--- config.mk ---
export PLATFORM = sky130hd
export DESIGN_NAME = phase_generator_mc
export DESIGN_NICKNAME = d
export VERILOG_FILES = /design/src/rtl/phase_generator_mc.sv
export SDC_FILE = /design/constraint.sdc
export NUM_CORES = 1
export LEC_CHECK = 0
export BUFFER_PORTS_ARGS = -buffer_cell sky130_fd_sc_hd__buf_2
export CAP_MARGIN = 10
export CORE_MARGIN = 3
export CORE_UTILIZATION = 45
export DETAILED_ROUTE_END_ITERATION = 10
export GPL_TIMING_DRIVEN = 0
export SLEW_MARGIN = 20
export SYNTH_ARGS = -nofsm -noshare
export SYNTH_HDL_FRONTEND = slang
export SYNTH_SLANG_ARGS = --single-unit
--- constraint.sdc ---
create_clock -name i_clk -period 4.2 [get_ports i_clk]
set_input_delay 1.05 -clock i_clk [delete_from_list [all_inputs] [get_ports i_clk]]
set_output_delay 1.05 -clock i_clk [all_outputs]
set_load 0.05 [all_outputs]
--- src/rtl/phase_generator_mc.sv ---
// Multi-channel phase accumulator: one i_tick sweeps every channel through a
// single shared adder, one channel per cycle, with registered per-channel results.
module phase_generator_mc #(
    parameter int unsigned WIDTH    = 32,
    parameter int unsigned CHANNELS = 4,
    parameter int unsigned CH_BITS  = $clog2(CHANNELS)
) (
    input  logic               i_clk,
    input  logic               i_rst_n,
    input  logic               i_tick,
    input  logic               i_cfg_wr,
    input  logic               i_cfg_sel,
    input  logic [CH_BITS-1:0] i_cfg_ch,
    input  logic [WIDTH-1:0]   i_cfg_data,
    output logic [WIDTH-1:0]   o_phase,
    output logic [CH_BITS-1:0] o_ch,
    output logic               o_valid,
    output logic               o_wrap,
    output logic               o_busy,
    output logic               o_overrun
);

    localparam logic [CH_BITS-1:0] LAST_IDX = CH_BITS'(CHANNELS - 1);

    typedef enum logic {
        IDLE  = 1'b0,
        SWEEP = 1'b1
    } state_t;

    state_t             r_state;
    state_t             w_next_state;
    logic [CH_BITS-1:0] r_idx;
    logic [CH_BITS-1:0] w_next_idx;
    logic               w_overrun;
    logic               w_busy_next;

    logic [WIDTH-1:0]   r_phase [CHANNELS];
    logic [WIDTH-1:0]   r_delta [CHANNELS];
    logic [WIDTH:0]     w_sum;
    logic               w_cfg_hit;

    logic [WIDTH-1:0]   r_o_phase;
    logic [CH_BITS-1:0] r_o_ch;
    logic               r_o_valid;
    logic               r_o_wrap;
    logic               r_busy;
    logic               r_overrun;

    // Shared adder; the extra top bit is the wrap (carry out).
    assign w_sum     = {1'b0, r_phase[r_idx]} + {1'b0, r_delta[r_idx]};
    assign w_cfg_hit = i_cfg_wr && (32'(i_cfg_ch) < CHANNELS);

    // Sweep FSM state register.
    always_ff @(posedge i_clk or negedge i_rst_n) begin
        if (!i_rst_n) begin
            r_state   <= IDLE;
            r_idx     <= '0;
            r_busy    <= 1'b0;
            r_overrun <= 1'b0;
        end else begin
            r_state   <= w_next_state;
            r_idx     <= w_next_idx;
            r_busy    <= w_busy_next;
            r_overrun <= w_overrun;
        end
    end

    // Next-state logic; a tick seen during any sweep cycle is dropped and flagged.
    always_comb begin
        w_next_state = r_state;
        w_next_idx   = r_idx;
        w_overrun    = 1'b0;
        unique case (r_state)
            IDLE: begin
                if (i_tick) begin
                    w_next_state = SWEEP;
                    w_next_idx   = '0;
                end
            end
            SWEEP: begin
                w_overrun = i_tick;
                if (r_idx == LAST_IDX) begin
                    w_next_state = IDLE;
                    w_next_idx   = '0;
                end else begin
                    w_next_idx = r_idx + CH_BITS'(1);
                end
            end
            default: begin
                w_next_state = IDLE;
                w_next_idx   = '0;
            end
        endcase
        w_busy_next = (w_next_state == SWEEP);
    end

    // Channel state and registered outputs; a config write issued later in
    // program order overrides the accumulation result for the same channel.
    always_ff @(posedge i_clk or negedge i_rst_n) begin
        if (!i_rst_n) begin
            for (int unsigned i = 0; i < CHANNELS; i++) begin
                r_phase[i] <= '0;
                r_delta[i] <= '0;
            end
            r_o_phase <= '0;
            r_o_ch    <= '0;
            r_o_valid <= 1'b0;
            r_o_wrap  <= 1'b0;
        end else begin
            r_o_valid <= 1'b0;
            if (r_state == SWEEP) begin
                r_phase[r_idx] <= w_sum[WIDTH-1:0];
                r_o_phase      <= w_sum[WIDTH-1:0];
                r_o_ch         <= r_idx;
                r_o_wrap       <= w_sum[WIDTH];
                r_o_valid      <= 1'b1;
            end
            if (w_cfg_hit) begin
                if (i_cfg_sel) begin
                    r_phase[i_cfg_ch] <= i_cfg_data;
                end else begin
                    r_delta[i_cfg_ch] <= i_cfg_data;
                end
            end
        end
    end

    assign o_phase   = r_o_phase;
    assign o_ch      = r_o_ch;
    assign o_valid   = r_o_valid;
    assign o_wrap    = r_o_wrap;
    assign o_busy    = r_busy;
    assign o_overrun = r_overrun;

endmodule

# After elaboration in Yosys (flattened, before gate mapping)

Cells that the tools add are included.

Register bits: 296
Input bits: 39
Output and inout bits: 38
Word-level logic and storage cells: 54

$add $sub $neg: 2
Order comparisons: 4
Equal/unequal tests: 2
Multiplexer cells: 24
Bitwise operators: 4
Reduce and logical (&&, ||, !) cells: 3

Operators with widths:

| operator                                                             | number |
|---|---|
| 128-bit bitwise mux                                                  | 3 |
| 128-bit two-way mux                                                  | 3 |
| 32-bit two-way mux                                                   | 6 |
| 32-bit binary-select mux with 2-bit select                           | 2 |
| 32-bit demux with 2-bit select                                       | 2 |
| 32-bit by 32-bit adder with 33-bit output                            | 1 |
| 3-bit greater-or-equal comparator, second input constant             | 2 |
| 3-bit by 1-bit < comparator with 1-bit output, second input constant | 2 |
| 2-bit inverter with 3-bit output                                     | 2 |
| 1-bit two-way mux                                                    | 4 |
| 2-bit two-way mux                                                    | 2 |
| 2-bit case mux with 2 select lines                                   | 1 |
| 2-bit by 1-bit adder with 2-bit output, second input constant        | 1 |
| 2-bit equality test, second input constant                           | 1 |
| 1-bit logical AND                                                    | 2 |
| 2-bit inequality test, second input constant                         | 1 |
| 1-bit inverter                                                       | 2 |
| 1-bit case mux with 2 select lines                                   | 1 |
| 2-bit AND reduction                                                  | 1 |

# Logic depth before layout (Yosys ltp)

Depth in word-level cells: 10
Mapped depth: 14
Depth with buffers taken out: 11

# Worst setup path after synthesis

No wires, ideal clock.

Path kind: reg-to-reg
Start: reg r_idx[0]
End: reg r_phase[28] (netlist name)
Library setup time: 124 ps
Data arrival time: 3884 ps
Required time: 4076 ps
Path slack: 192 ps
Stages on the path, launching flop included: 14
Buffers on the path: 3
Period minus slack after synthesis: 4008 ps
Path through: dfrtp_1 > clkbuf_1 > buf_2 > buf_1 > mux4_2 > ha_1 > a21oi_1 > o211ai_1 > a221o_1 > nor2b_1 > a211o_1 > mux2_4 > a21oi_1 > a211o_1

Longest elaborated chain between the ends: 10
Elaborated cells on any way between the ends: 18
Classes of those cells: 1 x add/sub; 2 x order compare; 13 x mux; 1 x bitwise; 1 x reduce/logical

Ends and longest elaborated chain:

| item                                                                                               | RTL line | text |
|---|---|---|
| start, declared                                                                                    | 32       | `logic [CH_BITS-1:0] r_idx;` |
| start signal, assigned                                                                             | 62       | `r_idx <= w_next_idx;` |
| 2-bit inverter with 3-bit output (implied by the code) *                                           | 50, 112  |  |
| 32-bit binary-select mux with 2-bit select, or another cell as far along                           | 50       | `assign w_sum = {1'b0, r_phase[r_idx]} + {1'b0, r_delta[r_idx]};` |
| 32-bit two-way mux (implied by the code) / 1-bit logical AND (equally long branches)               | 50, 112  |  |
| 32-bit two-way mux (on tied branches)                                                              | 50, 112  |  |
| 32-bit by 32-bit adder with 33-bit output / 32-bit demux with 2-bit select (equally long branches) | 50, 112  |  |
| 128-bit bitwise mux *                                                                              | 112      | `r_phase[r_idx] <= w_sum[WIDTH-1:0];` |
| 128-bit two-way mux *                                                                              | 111      | `if (r_state == SWEEP) begin` |
| 128-bit bitwise mux                                                                                | 120      | `r_phase[i_cfg_ch] <= i_cfg_data;` |
| 128-bit two-way mux                                                                                | 119      | `if (i_cfg_sel) begin` |
| 128-bit two-way mux *                                                                              | 118      | `if (w_cfg_hit) begin` |
| end signal, assigned by index                                                                      | 112      |  |
| end signal, assigned by index                                                                      | 120      |  |
| end, declared                                                                                      | 37       | `logic [WIDTH-1:0] r_phase [CHANNELS];` |

Mark *: on every way between the ends. The rest lies on a longest branch, timed or not. The select of a mux whose other input is x is not followed.
A chain may end at the register's enable or synchronous reset.

# Worst setup path in the final report

Start: reg r_idx[1]
End: reg r_phase[95] (netlist name)

Same word-level chain as after synthesis.

==> results by group <==
GRT
  – Met2 usage: 41.37%
  – Busiest grt layer: met2
  – First-pass GRT wire length: between 70000 and 80000 um
  – Grt total ovfl: 0
  – Antenna violations before repair: 1
  – Met3 usage: approximately 4.3%
  – Largest net degree at the start of global routing: 89
  – M1 GR Usage: a little over a third
  – Total global-route track usage: 26.04%
  – Vias in the first global route: 12.02k

Yosys
  – Post-synthesis simple-gate area fraction: around 11%
  – Largest family of logic cells by synthesized area: multiplexers
  – Dominant synthesized flop cell: dfrtp_1
  – Post-Synth XOR/XNOR Area: 1.420%
  – Synth Register Bits: about 300
  – Area leader, netlist: dfrtp_1
  – Commonest cells post-synth: dfrtp_1 (296), nand2_1 (176), mux2_2 (152), a21oi_1 (128), nor2_1 (117)
  – Top-count cell post-synth: dfrtp_1
  – Distinct cells, synth: a little over 60
  – Synthesized net count: around 1.5k
  – Yosys Warn Count: 0
  – Post-synth EDFFs: 0
  – Synth top area share: 48.02%
  – Mux cell area share after synthesis: approximately 22%
  – Adder-cell share of the synthesized area: just over 3%
  – Cells after Synth: between 1k and 1.5k
  – Mapped cell area: ~15000 um^2
  – Synth area leaders: dfrtp_1 (48%), mux2_2 (11%), mux4_2 (9.3%)
  – Avg Cell Area, Syn: between 10 and 15 um^2
  – Sequential share of the synthesized area: about half
  – Asr flop ratio synth: 100.0%
  – Complex-gate fraction of the synthesized area: about 11%

CTS
  – Cts bufs inserted: 36
  – Maximum buffer depth of the clock tree: 3
  – TritonCTS clock tree: yes
  – Clk root buf: clkbuf_16
  – Clk_lat worst skew: around 0.55 ns
  – CTS Sinks: a little under 300
  – Clock-pin slew on the worst setup and hold paths: ~0.06 ns
  – H-tree depth: 2
  – Hold-fix buffer count after cts: 0

Layout
  – Fin nets: about 1.6k
  – Antenna fix cells: 0
  – Design area: roughly 18000 um^2
  – Layout cells sized above 1: about 26%
  – Area grow syn2layout: 15.35%

Routing
  – Wire length per cell: approximately 24 um
  – DR vias/cell: 6.019
  – Post-DRT Antenna Nets: 0
  – Drt first pass iters: 5
  – Vias after detailed routing: ~12k
  – Post-Route WL: approximately 47000 um
  – Iteration-0 DRC count of the detailed router: 1196
  – DRC Markers: 0

Place
  – Pre-CTS setup slack: -0.8839 ns
  – Routability cong.: just under 0.9
  – Detailed Place HPWL: approximately 32000 um
  – Buffers on Ports: 76
  – Placed Area: 16460 um^2

Die
  – Die Ht: approximately 190 um
  – Core area: around 34000 um^2
  – Num ports: a little under 80
  – Cell Rows: 67
  – Die W: 191.1 um
  – Initial Util: 45.77%
  – Die area: about 37000 um^2

Critical path
  – Endpoint class of the critical path: register
  – Critical path data required time: ~4.6 ns
  – CP Max Fanout: 10
  – CP arrival: 4.48 ns
  – Startpoint types: register
  – Crit Path Class: reg -> reg

STA
  – Setup WS post-layout: between 0.1 and 0.15 ns
  – Final slew viol count: 0
  – Worst-Margin Slew: 1.123 ns
  – RSZ-0062 raised after global routing: no
  – Clk_skew: 0.02354 ns
  – FMAX: around 0.25 GHz
  – Final Hold Viols: 0
  – Final Cycle Share: 97.15%
  – Endpoints failing setup: 0
  – Relative slew slack: between 20% and 30%
  – Hold Slack: 0.4198 ns
  – Post-route minimum period: slightly above 4 ns

Job
  – Max Cap Violations: 0

Min path
  – Hold Path Class: in -> async

Outcome
  – Status: completed
stage by stage:
step	std cells	utilization [%]	TNS (ns)
2_1_floorplan	1409	-	0
3_3_place_gp	1933	48.56	-1120.63
3_5_place_dp	1936	48.86	-43.44
4_1_cts	2001	52.73	0
5_1_grt	2001	52.80	0
6_report	2001	52.80	0
kinds of logic (layout without fill, tap and decap cells):
kind of cell | count (synthesis) | in the layout
fa+ha+maj | 37 | 37
compound gates | 298 | 298
simple gates | 396 | 396
xor+xnor | 25 | 25
buf+inv | 115 | 259
flops | 296 | 296
mux | 242 | 242
layout make-up:
| class | instances | area (um^2) |
|---|---|---|
| fillers | 3022 | 15910 |
| multi-input cells | 998 | 7656 |
| plain buffers | 94 | 409.1 |
| well taps | 448 | 560.5 |
| clock buffers | 56 | 1117 |
| flip-flops and latches | 296 | 7408 |
| clock inverters | 9 | 85.08 |
| inverters | 20 | 75.07 |
| repair buffers | 80 | 480.5 |
cells in the final DEF (no fill, tap or decap), types with 14 or more instances in the layout:
cell type  count
dfrtp_1      295
nand2_1      176
mux2_2       152
a21oi_1      127
nor2_1       117
buf_2         82
o21ai_0       72
clkbuf_1      70
mux4_2        64
a31oi_1       39
clkbuf_16     37
nand3_1       36
ha_1          36
mux2i_1       25
inv_1         19
and3_1        18
a21o_1        14
per-layer routing:
layer,part of all wire (%),wire length [um],vias up
met3,6.9,3230,108
met5,0,0,-
li1,-,-,5349
met2,46,21880,497
met4,3.7,1733,0
met1,43,20260,6091
path summary, 6_finish.rpt:
path                                  start            to  slack (ns)  cells after the start
min in group i_clk              r_delta[51]   r_delta[51]        0.50                      1
worst max-delay path               r_idx[1]   r_phase[95]        0.12                     12
max in group asynchronous           i_rst_n  r_delta[111]        2.60                      3
worst max register to register     r_idx[1]   r_phase[95]        0.12                     12
worst min-delay path                i_rst_n    o_phase[3]        0.42                      1
worst min register to register  r_delta[51]   r_delta[51]        0.50                      1
worst max-delay path, cell delays in order (launching register included):
cell and delay (ns):
dfrtp_1 0.48, clkbuf_4 0.31, clkbuf_4 0.30, mux4_2 0.38, ha_1 0.42, nand4_2 0.24
or3_1 0.41, a211o_1 0.29, nand4_1 0.14, and2b_1 0.37, mux2i_1 0.15, nor2_1 0.27
o21ai_0 0.15
sequential cells by signal (all words and copies together) (netlist names):
name       cells
o_valid        1
o_wrap         1
r_phase      128
o_phase       32
o_overrun      1
r_idx          2
o_ch           2
r_delta      128
o_busy         1
timing repair:
action                                  CTS  global route
pin swaps                                 1             1
setup buffers                             1             0
endpoints found under the setup margin   97            44
resized for setup                        34            11
Power is left out: the tool's default activity adds up to more than one toggle a clock period on the data nets, which glitch-free logic cannot reach.
